File: config.mk
export PLATFORM = sky130hd
export DESIGN_NAME = conv_layer_driver
export DESIGN_NICKNAME = d
export VERILOG_FILES = /design/src/rtl/conv_drv_pkg.sv /design/src/rtl/conv_layer_driver_pair_seq.sv /design/src/rtl/conv_layer_driver.sv
export SDC_FILE = /design/constraint.sdc
export NUM_CORES = 1
export LEC_CHECK = 0
export ABC_AREA = 1
export CAP_MARGIN = 20
export CORE_MARGIN = 2
export CORE_UTILIZATION = 35
export CTS_BUF_LIST = sky130_fd_sc_hd__clkbuf_16
export DETAILED_ROUTE_END_ITERATION = 10
export SLEW_MARGIN = 20
export SYNTH_ARGS = -nofsm -noshare
export SYNTH_HDL_FRONTEND = slang
export SYNTH_SLANG_ARGS = --single-unit
File: constraint.sdc
create_clock -name clk -period 2.05 [get_ports clk]
set_clock_uncertainty 0.15 [all_clocks]
set_input_delay 0.41 -clock clk [delete_from_list [all_inputs] [get_ports clk]]
set_output_delay 0.41 -clock clk [all_outputs]
set_load 0.005 [all_outputs]
File: src/rtl/conv_drv_pkg.sv
// Shared constants, FSM state type and the reference triple-sum for the conv layer driver.
package conv_drv_pkg;

  localparam int unsigned N_PIX  = 7;
  localparam int unsigned N_TAP  = 3;
  localparam int unsigned N_OUT  = 5;
  localparam int unsigned N_PROD = 15;
  localparam int unsigned PIX_W  = 4;
  localparam int unsigned RES_W  = 10;

  typedef enum logic [2:0] {
    StIdle,
    StStream,
    StGap,
    StRead,
    StDrain,
    StDone
  } state_e;

  function automatic logic [RES_W-1:0] exp_sum(input logic [PIX_W-1:0] p0, input logic [PIX_W-1:0] p1,
                                                input logic [PIX_W-1:0] p2, input logic [PIX_W-1:0] t0,
                                                input logic [PIX_W-1:0] t1, input logic [PIX_W-1:0] t2);
    return RES_W'(p0) * RES_W'(t0) + RES_W'(p1) * RES_W'(t1) + RES_W'(p2) * RES_W'(t2);
  endfunction

endpackage

File: src/rtl/conv_layer_driver_pair_seq.sv
// conv_pair_seq: walks the (output k, tap j) pairs and selects img[k+j] / flt[j] for the stream.
module conv_pair_seq
  import conv_drv_pkg::*;
(
  input  logic                            clk,
  input  logic                            rst_n,
  input  logic                            step_i,
  input  logic [N_PIX-1:0][PIX_W-1:0]     img_i,
  input  logic [N_TAP-1:0][PIX_W-1:0]     flt_i,
  output logic [PIX_W-1:0]                pix_o,
  output logic [PIX_W-1:0]                tap_o
);

  localparam logic [2:0] KLast = 3'(N_OUT - 1);
  localparam logic [1:0] JLast = 2'(N_TAP - 1);

  logic [2:0] k_q;
  logic [1:0] j_q;

  // Wraps to (0,0) after the last pair so the next run starts clean.
  always_ff @(posedge clk or negedge rst_n) begin
    if (!rst_n) begin
      k_q <= '0;
      j_q <= '0;
    end else if (step_i) begin
      if (j_q == JLast) begin
        j_q <= '0;
        k_q <= (k_q == KLast) ? 3'd0 : k_q + 3'd1;
      end else begin
        j_q <= j_q + 2'd1;
      end
    end
  end

  always_comb begin
    pix_o = img_i[k_q + 3'(j_q)];
    tap_o = flt_i[j_q];
  end

endmodule

File: src/rtl/conv_layer_driver.sv
// Drives one 1-D convolution (7 pixels x 3 taps -> 5 sums) through the CNN layer per go pulse.
// Define CONV_SELFCHECK_EN to add the res_err output and the internal expected-sum checker.
module conv_layer_driver
  import conv_drv_pkg::*;
#(
  parameter int unsigned RESULT_LAT = 2,
  parameter int unsigned GAP_CYC    = 1
) (
  input  logic              clk,
  input  logic              rst_n,
  input  logic              img_wr_en,
  input  logic [2:0]        img_wr_addr,
  input  logic [PIX_W-1:0]  img_wr_data,
  input  logic              flt_wr_en,
  input  logic [1:0]        flt_wr_addr,
  input  logic [PIX_W-1:0]  flt_wr_data,
  input  logic              go,
  output logic              busy,
  output logic              done,
  output logic              Start,
  output logic [PIX_W-1:0]  Image,
  output logic [PIX_W-1:0]  Filter,
  output logic              ReadEn,
  input  logic [RES_W-1:0]  ConvResult,
  output logic              res_valid,
  output logic [2:0]        res_idx,
`ifdef CONV_SELFCHECK_EN
  output logic              res_err,
`endif
  output logic [RES_W-1:0]  res_data
);

  localparam logic [3:0] StreamLast = 4'(N_PROD - 1);
  localparam logic [3:0] GapLast    = 4'(GAP_CYC - 1);
  localparam logic [3:0] ReadLast   = 4'(N_OUT - 1);
  localparam logic [3:0] DrainLast  = 4'(RESULT_LAT - 1);
  localparam int unsigned Tap       = RESULT_LAT - 1;

  state_e                      state_q;
  logic [3:0]                  cnt_q;
  logic                        busy_q, done_q, start_q;
  logic [PIX_W-1:0]            image_q, filter_q;
  logic [N_PIX-1:0][PIX_W-1:0] img_q;
  logic [N_TAP-1:0][PIX_W-1:0] flt_q;
  logic [PIX_W-1:0]            pix, tap;
  logic                        step, go_acc, rd_next;
  logic [2:0]                  rd_idx_next;
  logic [RESULT_LAT-1:0]       vld_q;
  logic [RESULT_LAT-1:0][2:0]  idx_q;
  logic                        res_valid_q;
  logic [2:0]                  res_idx_q;
  logic [RES_W-1:0]            res_data_q;

  always_ff @(posedge clk or negedge rst_n) begin
    if (!rst_n) begin
      img_q <= '0;
      flt_q <= '0;
    end else if (state_q == StIdle) begin
      if (img_wr_en && (img_wr_addr < 3'(N_PIX))) img_q[img_wr_addr] <= img_wr_data;
      if (flt_wr_en && (flt_wr_addr < 2'(N_TAP))) flt_q[flt_wr_addr] <= flt_wr_data;
    end
  end

  always_comb begin
    go_acc      = (state_q == StIdle) && go;
    step        = go_acc || ((state_q == StStream) && (cnt_q != StreamLast));
    rd_next     = 1'b0;
    rd_idx_next = 3'd0;
    if ((state_q == StGap) && (cnt_q == GapLast)) rd_next = 1'b1;
    if ((state_q == StRead) && (cnt_q != ReadLast)) begin
      rd_next     = 1'b1;
      rd_idx_next = cnt_q[2:0] + 3'd1;
    end
  end

  conv_pair_seq u_pair_seq (
    .clk    (clk),
    .rst_n  (rst_n),
    .step_i (step),
    .img_i  (img_q),
    .flt_i  (flt_q),
    .pix_o  (pix),
    .tap_o  (tap)
  );

  always_ff @(posedge clk or negedge rst_n) begin
    if (!rst_n) begin
      state_q  <= StIdle;
      cnt_q    <= '0;
      busy_q   <= 1'b0;
      done_q   <= 1'b0;
      start_q  <= 1'b0;
      image_q  <= '0;
      filter_q <= '0;
    end else begin
      done_q <= 1'b0;
      unique case (state_q)
        StIdle: begin
          if (go) begin
            state_q  <= StStream;
            cnt_q    <= '0;
            busy_q   <= 1'b1;
            start_q  <= 1'b1;
            image_q  <= pix;
            filter_q <= tap;
          end
        end
        StStream: begin
          if (cnt_q == StreamLast) begin
            state_q  <= StGap;
            cnt_q    <= '0;
            start_q  <= 1'b0;
            image_q  <= '0;
            filter_q <= '0;
          end else begin
            cnt_q    <= cnt_q + 4'd1;
            image_q  <= pix;
            filter_q <= tap;
          end
        end
        StGap: begin
          cnt_q <= (cnt_q == GapLast) ? 4'd0 : cnt_q + 4'd1;
          if (cnt_q == GapLast) state_q <= StRead;
        end
        StRead: begin
          cnt_q <= (cnt_q == ReadLast) ? 4'd0 : cnt_q + 4'd1;
          if (cnt_q == ReadLast) state_q <= StDrain;
        end
        StDrain: begin
          if (cnt_q == DrainLast) begin
            state_q <= StDone;
            cnt_q   <= '0;
            busy_q  <= 1'b0;
            done_q  <= 1'b1;
          end else begin
            cnt_q <= cnt_q + 4'd1;
          end
        end
        StDone:  state_q <= StIdle;
        default: state_q <= StIdle;
      endcase
    end
  end

  // Stage 0 is ReadEn itself; the last stage marks the cycle ConvResult is sampled.
  always_ff @(posedge clk or negedge rst_n) begin
    if (!rst_n) begin
      vld_q <= '0;
      idx_q <= '0;
    end else begin
      vld_q[0] <= rd_next;
      idx_q[0] <= rd_idx_next;
      for (int i = 1; i < RESULT_LAT; i++) begin
        vld_q[i] <= vld_q[i-1];
        idx_q[i] <= idx_q[i-1];
      end
    end
  end

  always_ff @(posedge clk or negedge rst_n) begin
    if (!rst_n) begin
      res_valid_q <= 1'b0;
      res_idx_q   <= '0;
      res_data_q  <= '0;
    end else begin
      res_valid_q <= vld_q[Tap];
      if (vld_q[Tap]) begin
        res_idx_q  <= idx_q[Tap];
        res_data_q <= ConvResult;
      end
    end
  end

`ifdef CONV_SELFCHECK_EN
  logic [2:0]       chk_idx;
  logic [RES_W-1:0] chk_exp;
  logic             chk_bad;
  logic             res_err_q, err_seen_q;

  always_comb begin
    chk_idx = idx_q[Tap];
    chk_exp = exp_sum(img_q[chk_idx], img_q[chk_idx + 3'd1], img_q[chk_idx + 3'd2],
                      flt_q[0], flt_q[1], flt_q[2]);
    chk_bad = vld_q[Tap] && (ConvResult != chk_exp);
  end

  always_ff @(posedge clk or negedge rst_n) begin
    if (!rst_n) begin
      res_err_q  <= 1'b0;
      err_seen_q <= 1'b0;
    end else begin
      res_err_q <= chk_bad;
      if (go_acc)       err_seen_q <= 1'b0;
      else if (chk_bad) err_seen_q <= 1'b1;
    end
  end

  assign res_err = res_err_q;
`endif

  assign busy      = busy_q;
  assign done      = done_q;
  assign Start     = start_q;
  assign Image     = image_q;
  assign Filter    = filter_q;
  assign ReadEn    = vld_q[0];
  assign res_valid = res_valid_q;
  assign res_idx   = res_idx_q;
  assign res_data  = res_data_q;

endmodule

; Word level (Yosys, flattened, before mapping)
; Cells that the tools add are included.
[totals]
wordCells = 116
out_inout_bits = 26
input_bits = 28
ram_bits = 0
reg_bits = 85
memories = 0
latch_bits = 0
mem_bits_ro = 0
[classes]
n_bitwise = 0
n_eq_ne = 16
reduce_logical = 22
shifts = 0
mul = 0
n_lt_le_gt_ge = 8
div_mod_pow = 0
n_addsub = 5
muxes = 40
[op_table]
columns = operator, n
row1 = $mux W4, 13
row2 = $bwmux W28, 1
row3 = $mux W3, 7
row4 = $pmux W4 S5, 1
row5 = $pmux W4 S2, 2
row6 = $pmux W3 S5, 1
row7 = $bmux W4 S3, 1
row8 = $bwmux W12, 1
row9 = $demux W4 S3, 1
row10 = $reduce_and A2 Y1, 5
row11 = $bmux W4 S2, 1
row12 = $demux W4 S2, 1
row13 = $logic_and A1 B1 Y1, 8
row14 = $lt A3 B4 Y1 const B, 2
row15 = $mux W1, 7
row16 = $add A3 B1 Y3 const B, 2
row17 = $eq A3 B2 Y1 const B, 2
row18 = $eq A3 B3 Y1 const B, 2
row19 = $lt A2 B3 Y1 const B, 2
row20 = $ne A2 B1 Y1 const B, 3
row21 = $reduce_and A3 Y1, 2
row22 = $reduce_and A5 Y1, 1
row23 = $reduce_bool A5 Y1, 1
row24 = $add A4 B1 Y4 const B, 1
row25 = 20 further kinds, 23

; Logic depth before layout (Yosys ltp)
[logic_depth]
depth_word = 5
depth_mapped = 10
mapped_depth_nobuf = 9

; Hierarchy
; A second synthesis with hierarchy kept.
[unflattened]
hier_cells = 457
area_unflattened_um2 = 3992.6
[by_module_without_submodules]
columns = mod, n_inst, cells_per_inst, seq_area_each_um2, area_each_um2
row1 = conv_layer_driver, 1, 312, 2001.9, 3245.6
row2 = conv_pair_seq, 1, 145, 125.1, 747.0

; Worst setup path before layout
; Ideal clock, no wire load.
[synth_timing]
path_kind = reg2reg
from = register u_pair_seq.j_q[0]
to = register image_q[2] (netlist: Image[2])
t_arrival_ps = 1591
stages_incl_launch_ff = 10
n_path_buf = 0
period_less_slack_ps = 1858
setup_ps = 117
setup_slack_ps = 192
required_ps = 1783
path_cell_list = dfrtp_1 -> ha_1 -> inv_1 -> fa_1 -> inv_1 -> nor2_1 -> o21ai_0 -> nand3_1 -> nand3_1 -> nand2_1
[synth_between]
elab_chain_cells = 5
elab_cells_between_ends = 6
classes_between = add/sub (1) / mux (5)
[synth_rtl]
columns = item, line
row1 = "start, declared", conv_layer_driver_pair_seq.sv:18  ; logic [1:0] j_q;
row2 = "start signal, assigned", conv_layer_driver_pair_seq.sv:30  ; j_q <= j_q + 2'd1;
row3 = $add A3 B2 Y3 *, conv_layer_driver_pair_seq.sv:36  ; pix_o = img_i[k_q + 3'(j_q)];
row4 = $bmux W4 S3 *, conv_layer_driver_pair_seq.sv:36
row5 = $mux W4 (implied by the code) *, conv_layer_driver_pair_seq.sv:36
row6 = "$mux W4, on equally long branches", "conv_layer_driver.sv:109, conv_layer_driver.sv:99"
row7 = $pmux W4 S2 *, conv_layer_driver.sv:97  ; unique case (state_q)
row8 = "end signal, assigned", conv_layer_driver.sv:104  ; image_q <= pix;
row9 = "end signal, assigned", conv_layer_driver.sv:117  ; image_q <= pix;
row10 = "end, declared", conv_layer_driver.sv:42  ; logic [PIX_W-1:0] image_q, filter_q;
; Mark *: on every way between the ends. The rest lies on a longest branch, timed or not. The select of a mux whose other input is x is not followed.
; A chain may end at the register's enable or synchronous reset.

; Worst setup path in the final report
[layout_timing]
from = register u_pair_seq.k_q[0]
to = register image_q[2] (netlist: Image[2])
[layout_between]
elab_chain_cells = 5
elab_cells_between_ends = 6
classes_between = add/sub (1) / mux (5)
[layout_rtl]
columns = item, line
row1 = "start, declared", conv_layer_driver_pair_seq.sv:17  ; logic [2:0] k_q;
row2 = "start signal, assigned", conv_layer_driver_pair_seq.sv:28  ; k_q <= (k_q == KLast) ? 3'd0 : k_q + 3'd1;
row3 = $add A3 B2 Y3 *, conv_layer_driver_pair_seq.sv:36
row4 = $bmux W4 S3 *, conv_layer_driver_pair_seq.sv:36
row5 = $mux W4 (implied by the code) *, conv_layer_driver_pair_seq.sv:36
row6 = "$mux W4, on equally long branches", "conv_layer_driver.sv:109, conv_layer_driver.sv:99"
row7 = $pmux W4 S2 *, conv_layer_driver.sv:97
; Marks and branches as above.

==> qor.csv <==
metric,value,unit
end_kind,flop,
clock_tree.root_cell,clkbuf_16,
arrival,2.03,ns
routed_via_density,4.80,
nFillCells,1040,
grt_pass1_wl,14.4,mm
drive_gt1_share,13.8,%
hold_violations,0,
yosys.area.top_type,dfrtp_1,
drv_slew,0,
period_minus_slack,1.90,ns
ctsLongestPathBuffers,2,
path_clk_slew,0.06,ns
grt_antenna_before_repair,0,
syn2layout_area_growth,29.8,%
slew_headroom,64.0,%
synthCells,417,
synth-simple-area-share,20.9,%
synth_commonest_cells,"nand2_1 (94), dfrtp_1 (85), o21ai_0 (44)",
status,"complete, no violations",
synth_edf_count,0,
worstSetupPathType,flop to flop,
synth_compound_area_share,11.6,%
routabilityCongestion,0.913,
max_clock_freq,0.525,GHz
worst_ep_required_time,2.17,ns
synth-main-ff-cell,dfrtp_1,
grt_usage,15.6,%
die_h,109,um
drv_cap,0,
cts-buffers-inserted,9,
cts_tree,done,
ys_seq_area_share,55.0,%
start_util,35.8,%
pwr_density_cell,1530,nW/um^2
finalSetupViolations,0,
syn_area,3870,um^2
layout.nets,532,
cp-start-kind,flop,
dr.pass1.iters,4,
async_reset_ff_share,100,%
tns,0,ns
remaining_drc_errors,0,
port_buffers,53,
syn_area_per_cell,9.27,um^2
fin_hold_ws,0.200,ns
finalPower,0.00770,W
die_w,109,um
rsz0062_at_grt,false,
yosys.area.top_type_share,55.0,%
max-vdd-ir-drop,0.660,mV
grt-ovfl-total,0,
num_vias,3074,
yosysUniqueCellTypes,32,
drt_iter0_drc,143,
num_rows,38,
clkLatencyLatePin,0.34,ns
grt_pass1_vias,2999,
dieArea,11900,um^2
synth_nets,453,
drt_wl_total,8.52,mm
synth_top_family_by_area,simple AND/OR/NAND/NOR gates,
htreeDepth,3,
fin_crit_sh,92.9,%
synth-seq-cells,85,
synth_warnings,0,
io_pins,54,
p_leak,2.33,nW
synth_fa_ha_area_share,2.78,%
crit_fanout,4,
hold_class,flop to flop,
grt_max_degree,39,
detail_route.wl_per_cell,13.3,um
drtAntennaViolNets,0,
synthXorXnorAreaFrac,0.680,%
worstMarginPinSlew,0.540,ns
synth.most_common_cell,nand2_1,
design.core.area,10800,um^2
diodes,0,
synthMuxAreaShare,3.79,%
post-dp-hpwl,6.45,mm
clkSinkCount,85,
synth_area_leaders,"dfrtp_1 (55%), nand2_1 (9.1%), o21ai_0 (5.7%)",
==> report_power, final <==
group,switching (W),leakage [nW],total [W],internal [W]
sequential,0.000418,1.05,0.00283,0.00241
clock,0.000664,0.147,0.00161,0.000950
combinational,0.00175,1.14,0.00327,0.00151
==> state kept, by name, indices dropped and copies added, names as in the netlist, 3 cells and up <==
signal          cells
Filter              4
Image               4
cnt_q               4
flt_q              12
idx_q               6
img_q              28
res_data           10
res_idx             3
state_q             3
u_pair_seq.k_q      3
==> layout by cell type (no fill, tap or decap), types with 9 or more instances in the layout <==
| cell | count |
|---|---|
| nor2_1 | 36 |
| clkdlybuf4s50_1 | 52 |
| o21ai_0 | 44 |
| mux2_2 | 13 |
| clkbuf_16 | 9 |
| o21ai_1 | 9 |
| nand2_1 | 94 |
| dfrtp_1 | 85 |
| buf_4 | 18 |
| nand3_1 | 23 |
| a21oi_1 | 22 |
| inv_1 | 43 |
==> repair_timing <==
action,CTS,global route
buffers inserted,0,2
hold buffers,1,0
setup endpoints to repair,0,4
endpoints found under the hold margin,36,0
resized for setup,0,2
==> per-stage QoR <==
stage          cell area (um^2)  instances  worst slack (ns)  util [%]
6_report                   5020        641             0.146      46.5
5_1_grt                    5020        641           0.00864      46.5
3_5_place_dp               4690        622            0.0606      43.5
3_3_place_gp               4690        622             0.147      43.5
2_1_floorplan              3870        417             0.192         -
4_1_cts                    5000        639            0.0585      46.3
==> routing by layer <==
metal	track usage, %	wire [um]	vias up	part of all wire (%)
met3	3.71	475	14	5.6
met5	0	0	-	0
li1	-	-	1512	-
met1	21.1	4060	1462	48
met4	7.14	178	0	2.1
met2	23.7	3810	86	45
==> kinds of logic after synthesis <==
logic type | Yosys count
AO/OA/AOI/OAI | 85
XOR/XNOR | 3
adder cells (fa/ha/maj) | 8
buffers and inverters | 50
flip-flops | 85
multiplexers | 13
AND/OR/NAND/NOR | 173
==> worst max-delay path, stage by stage, from the launching register on <==
cell and delay (ns):
dfrtp_1 0.40, ha_1 0.18, inv_1 0.07, fa_2 0.46
nor2_1 0.24, nand2_1 0.10, nand3_1 0.10, nand3_1 0.08
nand2_1 0.06
==> path summary, 6_finish.rpt <==
check / from / cells past startpoint / slack (ns) / end
worst max-delay path: u_pair_seq.k_q[0] / 8 / 0.15 / Image[2]
max in group asynchronous: rst_n / 3 / 0.79 / flt_q[1]
min in group asynchronous: rst_n / 2 / 0.44 / cnt_q[1]
worst min register to register: idx_q[1] / 0 / 0.20 / idx_q[4]
worst min-delay path: idx_q[1] / 0 / 0.20 / idx_q[4]
worst max register to register: u_pair_seq.k_q[0] / 8 / 0.15 / Image[2]
==> cell type report <==
type                            count  area [um^2]  share of cell area, %
Clock buffer                        9          225                   4.49
Tap cell                          140          175                   3.49
Multi-Input combinational cell    282         1540                   30.7
Timing Repair Buffer               73          706                   14.1
Clock inverter                      7         73.8                   1.47
Inverter                           45          171                   3.41
Sequential cell                    85         2130                   42.4
No activity file was read; power rests on OpenSTA's default activity.
==> patch 1 (same flow settings) <==
Re-encode `state_e` (6 states) as Gray code, 3 bits wide.
--- a/src/rtl/conv_drv_pkg.sv
+++ b/src/rtl/conv_drv_pkg.sv
@@ -9,12 +9,12 @@
   localparam int unsigned RES_W  = 10;
 
   typedef enum logic [2:0] {
-    StIdle,
-    StStream,
-    StGap,
-    StRead,
-    StDrain,
-    StDone
+    StIdle   = 3'b000,
+    StStream = 3'b001,
+    StGap    = 3'b011,
+    StRead   = 3'b010,
+    StDrain  = 3'b110,
+    StDone   = 3'b111
   } state_e;
 
   function automatic logic [RES_W-1:0] exp_sum(input logic [PIX_W-1:0] p0, input logic [PIX_W-1:0] p1,
Formal check against the unedited RTL: same outputs for any inputs over 10 cycles, from zero or initial values and one cycle with rst_n low; not proved beyond that.
==> patch 1 against the original RTL <==
  * Total power shrank 2.2%
  * Sequential share of layout area rose by 1.9 points
  * Synthesized cell count decreased by 0.96%
  * Wire length is 4.0% lower
  * Sequential power increased by 1%
  * Setup slack got worse by 24 ps
  * Area after synthesis shrank 2.8%
  * Sequential cell count did not move
  * Via count decreased by 4.3%
  * Design area is 4.3% lower
  * Core utilization decreased by 0.20 points
  * Count of clock-buffer cells in the layout did not move
  * Largest power group unchanged
==> patch 1: results (changes against the original RTL) <==
hold-worst-slack_ps: 200  # -0.290 ps
nFillCells: 1026  # -1.3%
synth_fp_nets: 449  # -0.88%
post-place-ws_ps: 46.6  # -14.1 ps
n_all_buffers: 63  # -14%
numPlacedInstances: 606  # -2.6%
vias: 2942  # -4.3%
grtUsageTotal_pct: 15.5  # -0.13 points
fin_ws_ps: 121  # -24.5 ps
final-clk-cell-share_pct: 5.55  # -0.41 points
leakagePower_uw: 0.00222  # -5.1%
syn_inst: 413  # -0.96%
grt_pass1_vias: 2916  # -2.8%
gp_congestion: 0.788  # -14%
grt_max_degree: 40  # +2.6%
synth_cell_type_count: 26  # -19%
wl_mm: 8.18  # -4.0%
ys_seq_area_share_pct: 56.6  # +1.6 points
met3_usage_pct: 3.81  # +0.11 points
slew_headroom_pct: 53.0  # -11 points
drt-met1-wl_mm: 3.80  # -6.4%
worstHoldStart: "idx_q[2]"
avgViaCountPerCell: 4.73  # -1.4%
ys_top_cells_by_area: "dfrtp_1 57%, nand2_1 8.4%, o21ai_0 6.5%"
grtUsageMet1_pct: 20.1  # -0.94 points
worstHoldPathCells: 0  # unchanged
whs_endpoint: "idx_q[5]"
num_rows: 37  # -2.6%
drive_gt1_share_pct: 10.5  # -3.3 points
routed-wl-met3_um: 376  # -21%
endpoint: "Image[1]"
synthTopCellsByCount: "85 x dfrtp_1, 84 x nand2_1, 49 x o21ai_0"
worst_r2r_path_depth: 9  # +1
layout.nets: 518  # -2.6%
nonClkBufAreaFrac_pct: 12.9  # -1.2 points
hpwl_mm: 6.03  # -6.5%
drt_iter0_drc: 104  # -27%
peakVddDrop_mv: 0.559  # -15%
ff_latch_area_mm2: 0.00213  # unchanged
multi_input_area_share_pct: 30.2  # -0.48 points
status: "finished, final reports clean"
grt_pass1_wl_mm: 14.0  # -2.9%
crit_fanout: 8  # +4
multi_input_cells: 278  # -1.4%
grt_util_met2_pct: 25.3  # +1.6 points
met2WireLength_mm: 3.89  # +2.1%
## patch 1: where the power goes
group	leakage (uW)	internal (uW)	switching [uW]	total, uW
clock	0.000125	811	645	1460
sequential	0.00104	2440	426	2870
combinational	0.00105	1470	1730	3210
total	0.00222	4730	2810	7530
## patch 1: timing repair
| item | CTS | global route |
|---|---|---|
| gates resized for setup | 0 | 5 |
| setup endpoints to repair | 0 | 4 |
| hold buffers | 1 | 0 |
| endpoints found under the hold margin | 30 | 0 |
## patch 1: worst max-delay path, cell delays in order, from the launching register on
cell	delay (ps)
dfrtp_1	410
ha_1	180
inv_1	60
fa_2	460
inv_2	150
a21oi_1	50
o21ai_0	100
nand3_1	110
nand3_1	100
nand2_1	50
## patch 1: kinds of logic (layout without fill, tap and decap cells)
logic type,after synthesis,after routing,share of synthesized area (%)
AOI/OAI and AO/OA,83,83,11.3
DFF,85,85,56.6
adders and majority gates,8,8,2.86
muxes,13,13,3.90
and+or+nand+nor,170,170,19.3
xor gates and xnor gates,4,4,0.933
buffers and inverters,50,123,5.03
==> patch 2 (config.mk and constraints unchanged) <==
Made on the original files. Build with the macro `CONV_SELFCHECK_EN` defined.
--- a/src/rtl/conv_layer_driver.sv
+++ b/src/rtl/conv_layer_driver.sv
@@ -1,5 +1,7 @@
 // Drives one 1-D convolution (7 pixels x 3 taps -> 5 sums) through the CNN layer per go pulse.
 // Define CONV_SELFCHECK_EN to add the res_err output and the internal expected-sum checker.
+`define CONV_SELFCHECK_EN
+
 module conv_layer_driver
   import conv_drv_pkg::*;
 #(
Check against the original RTL (old outputs only; new: res_err): equivalent (equiv_simple and equiv_induct, registers matched by name and starting in step).
==> patch 2 against the original RTL <==
  * The flow now finishes with violations (negative setup slack)
  * Area after synthesis up 60%
  * Sequential cell count up 1
  * Via count up 85%
  * Die area up 58%
  * Setup slack worse by 3500 ps
  * Design area up 66%
  * Wire length up 100%
  * Critical endpoint is now res_err
Power is not shown: default switching activity piles up to over one toggle a cycle in this logic, so the estimate is an artifact.
==> patch 2: results (changes against the original RTL) <==
grt_max_degree: 50  # +28%
synth_fp_nets: 882  # +95%
drive_gt1_share_pct: 20.0  # +6.2 points
hpwl_mm: 13.9  # +120%
synth_mux_area_share_pct: 0.545  # -3.2 points
timing.rr.start: "chk_idx[0]"
grt_util_met2_pct: 32.6  # +8.9 points
setup_viol: 3  # +3
violations: "negative setup slack"
met3_usage_pct: 3.93  # +0.22 points
crit_type: "register to register"
vias: 5677  # +85%
grtUsageTotal_pct: 19.7  # +4.1 points
grtUsageMet1_pct: 26.0  # +5.0 points
drt_iter0_drc: 283  # +98%
nFillCells: 1716  # +65%
dr.pass1.iters: 5  # +1
crit_fanout: 14  # +10
status: "finished with violations"
r2r_end: "res_err"
synth_cell_type_count: 37  # +16%
wl_mm: 17.4  # +100%
numPlacedInstances: 1162  # +87%
synth_xor_area_share_pct: 0.848  # +0.17 points
synth_compound_area_share_pct: 15.5  # +3.9 points
portBuffers: 54  # +1.9%
fin_ws_ps: -3390  # -3540 ps
ys_top_cells_by_area: "dfrtp_1 35%, fa_1 11%, nand2_1 9.5%"
syn_area_per_cell_um2: 7.91  # -15%
worst_r2r_path_depth: 25  # +17
critical_path_arrival_ps: 5540  # +3510 ps
root_buffer: "clkbuf_16"
tightestPinTransition_ps: 722  # +182 ps
ys_seq_area_share_pct: 34.7  # -20 points
[patch 2: worst reg2reg max path: cells and delay by family, from the launching register on]
family          cells  cell delay, ps
buf+inv             6             510
fa+ha+maj           6            2920
compound gates      2             510
flops               1             450
simple gates       11             790
[patch 2: logic make-up (layout without fill, tap and decap cells)]
kind of cell | count (synthesis) | after routing
flip-flops | 86 | 86
AO/OA/AOI/OAI | 173 | 173
multiplexers | 3 | 3
AND/OR/NAND/NOR | 282 | 282
XOR/XNOR | 6 | 6
buffers and inverters | 164 | 340
adder cells (fa/ha/maj) | 70 | 70
[patch 2: repair_timing]
| item | CTS | global route |
|---|---|---|
| endpoints found under the hold margin | 22 | 0 |
| pin swaps | 13 | 26 |
| cloned | 1 | 1 |
| buffers inserted | 4 | 1 |
| setup endpoints to repair | 5 | 5 |
| resized for setup | 16 | 49 |
| hold buffers | 1 | 0 |
[patch 2: area by class of cell]
cell class | instances | area [um2] | share of cell area [%]
sequential | 86 | 2150 | 25.8
timing repair buffer | 173 | 1490 | 17.9
clock buffer | 9 | 225 | 2.70
inverter | 151 | 573 | 6.86
clock inverter | 7 | 73.8 | 0.884
tap | 225 | 282 | 3.37
multi-input combinational | 534 | 3550 | 42.5
[patch 2: metal layers]
metal	vias up	share of wire, %
met5	-	0
met4	0	2.2
li1	2859	-
met1	2650	46
met2	143	47
met3	25	5.1
[patch 2: stage by stage]
stage / util [%] / setup TNS (ps) / setup slack (ps)
2_1_floorplan: - / -3160 / -3160
3_3_place_gp: 45.3 / -3700 / -3460
3_5_place_dp: 45.3 / -3720 / -3550
4_1_cts: 47.6 / -3410 / -3410
5_1_grt: 48.3 / -3890 / -3690
6_report: 48.3 / -3420 / -3390
[patch 2: worst min path at each step]
stage	startpoint	end	slack [ps]	cells past startpoint
2_1_floorplan	rst_n	Filter[0]	-40	0
3_3_place_gp	idx_q[2]	chk_idx[2]	180	0
3_5_place_dp	idx_q[2]	chk_idx[2]	180	0
4_1_cts	idx_q[2]	chk_idx[2]	200	0
5_1_grt	idx_q[2]	chk_idx[2]	210	0
6_report	idx_q[2]	chk_idx[2]	200	0
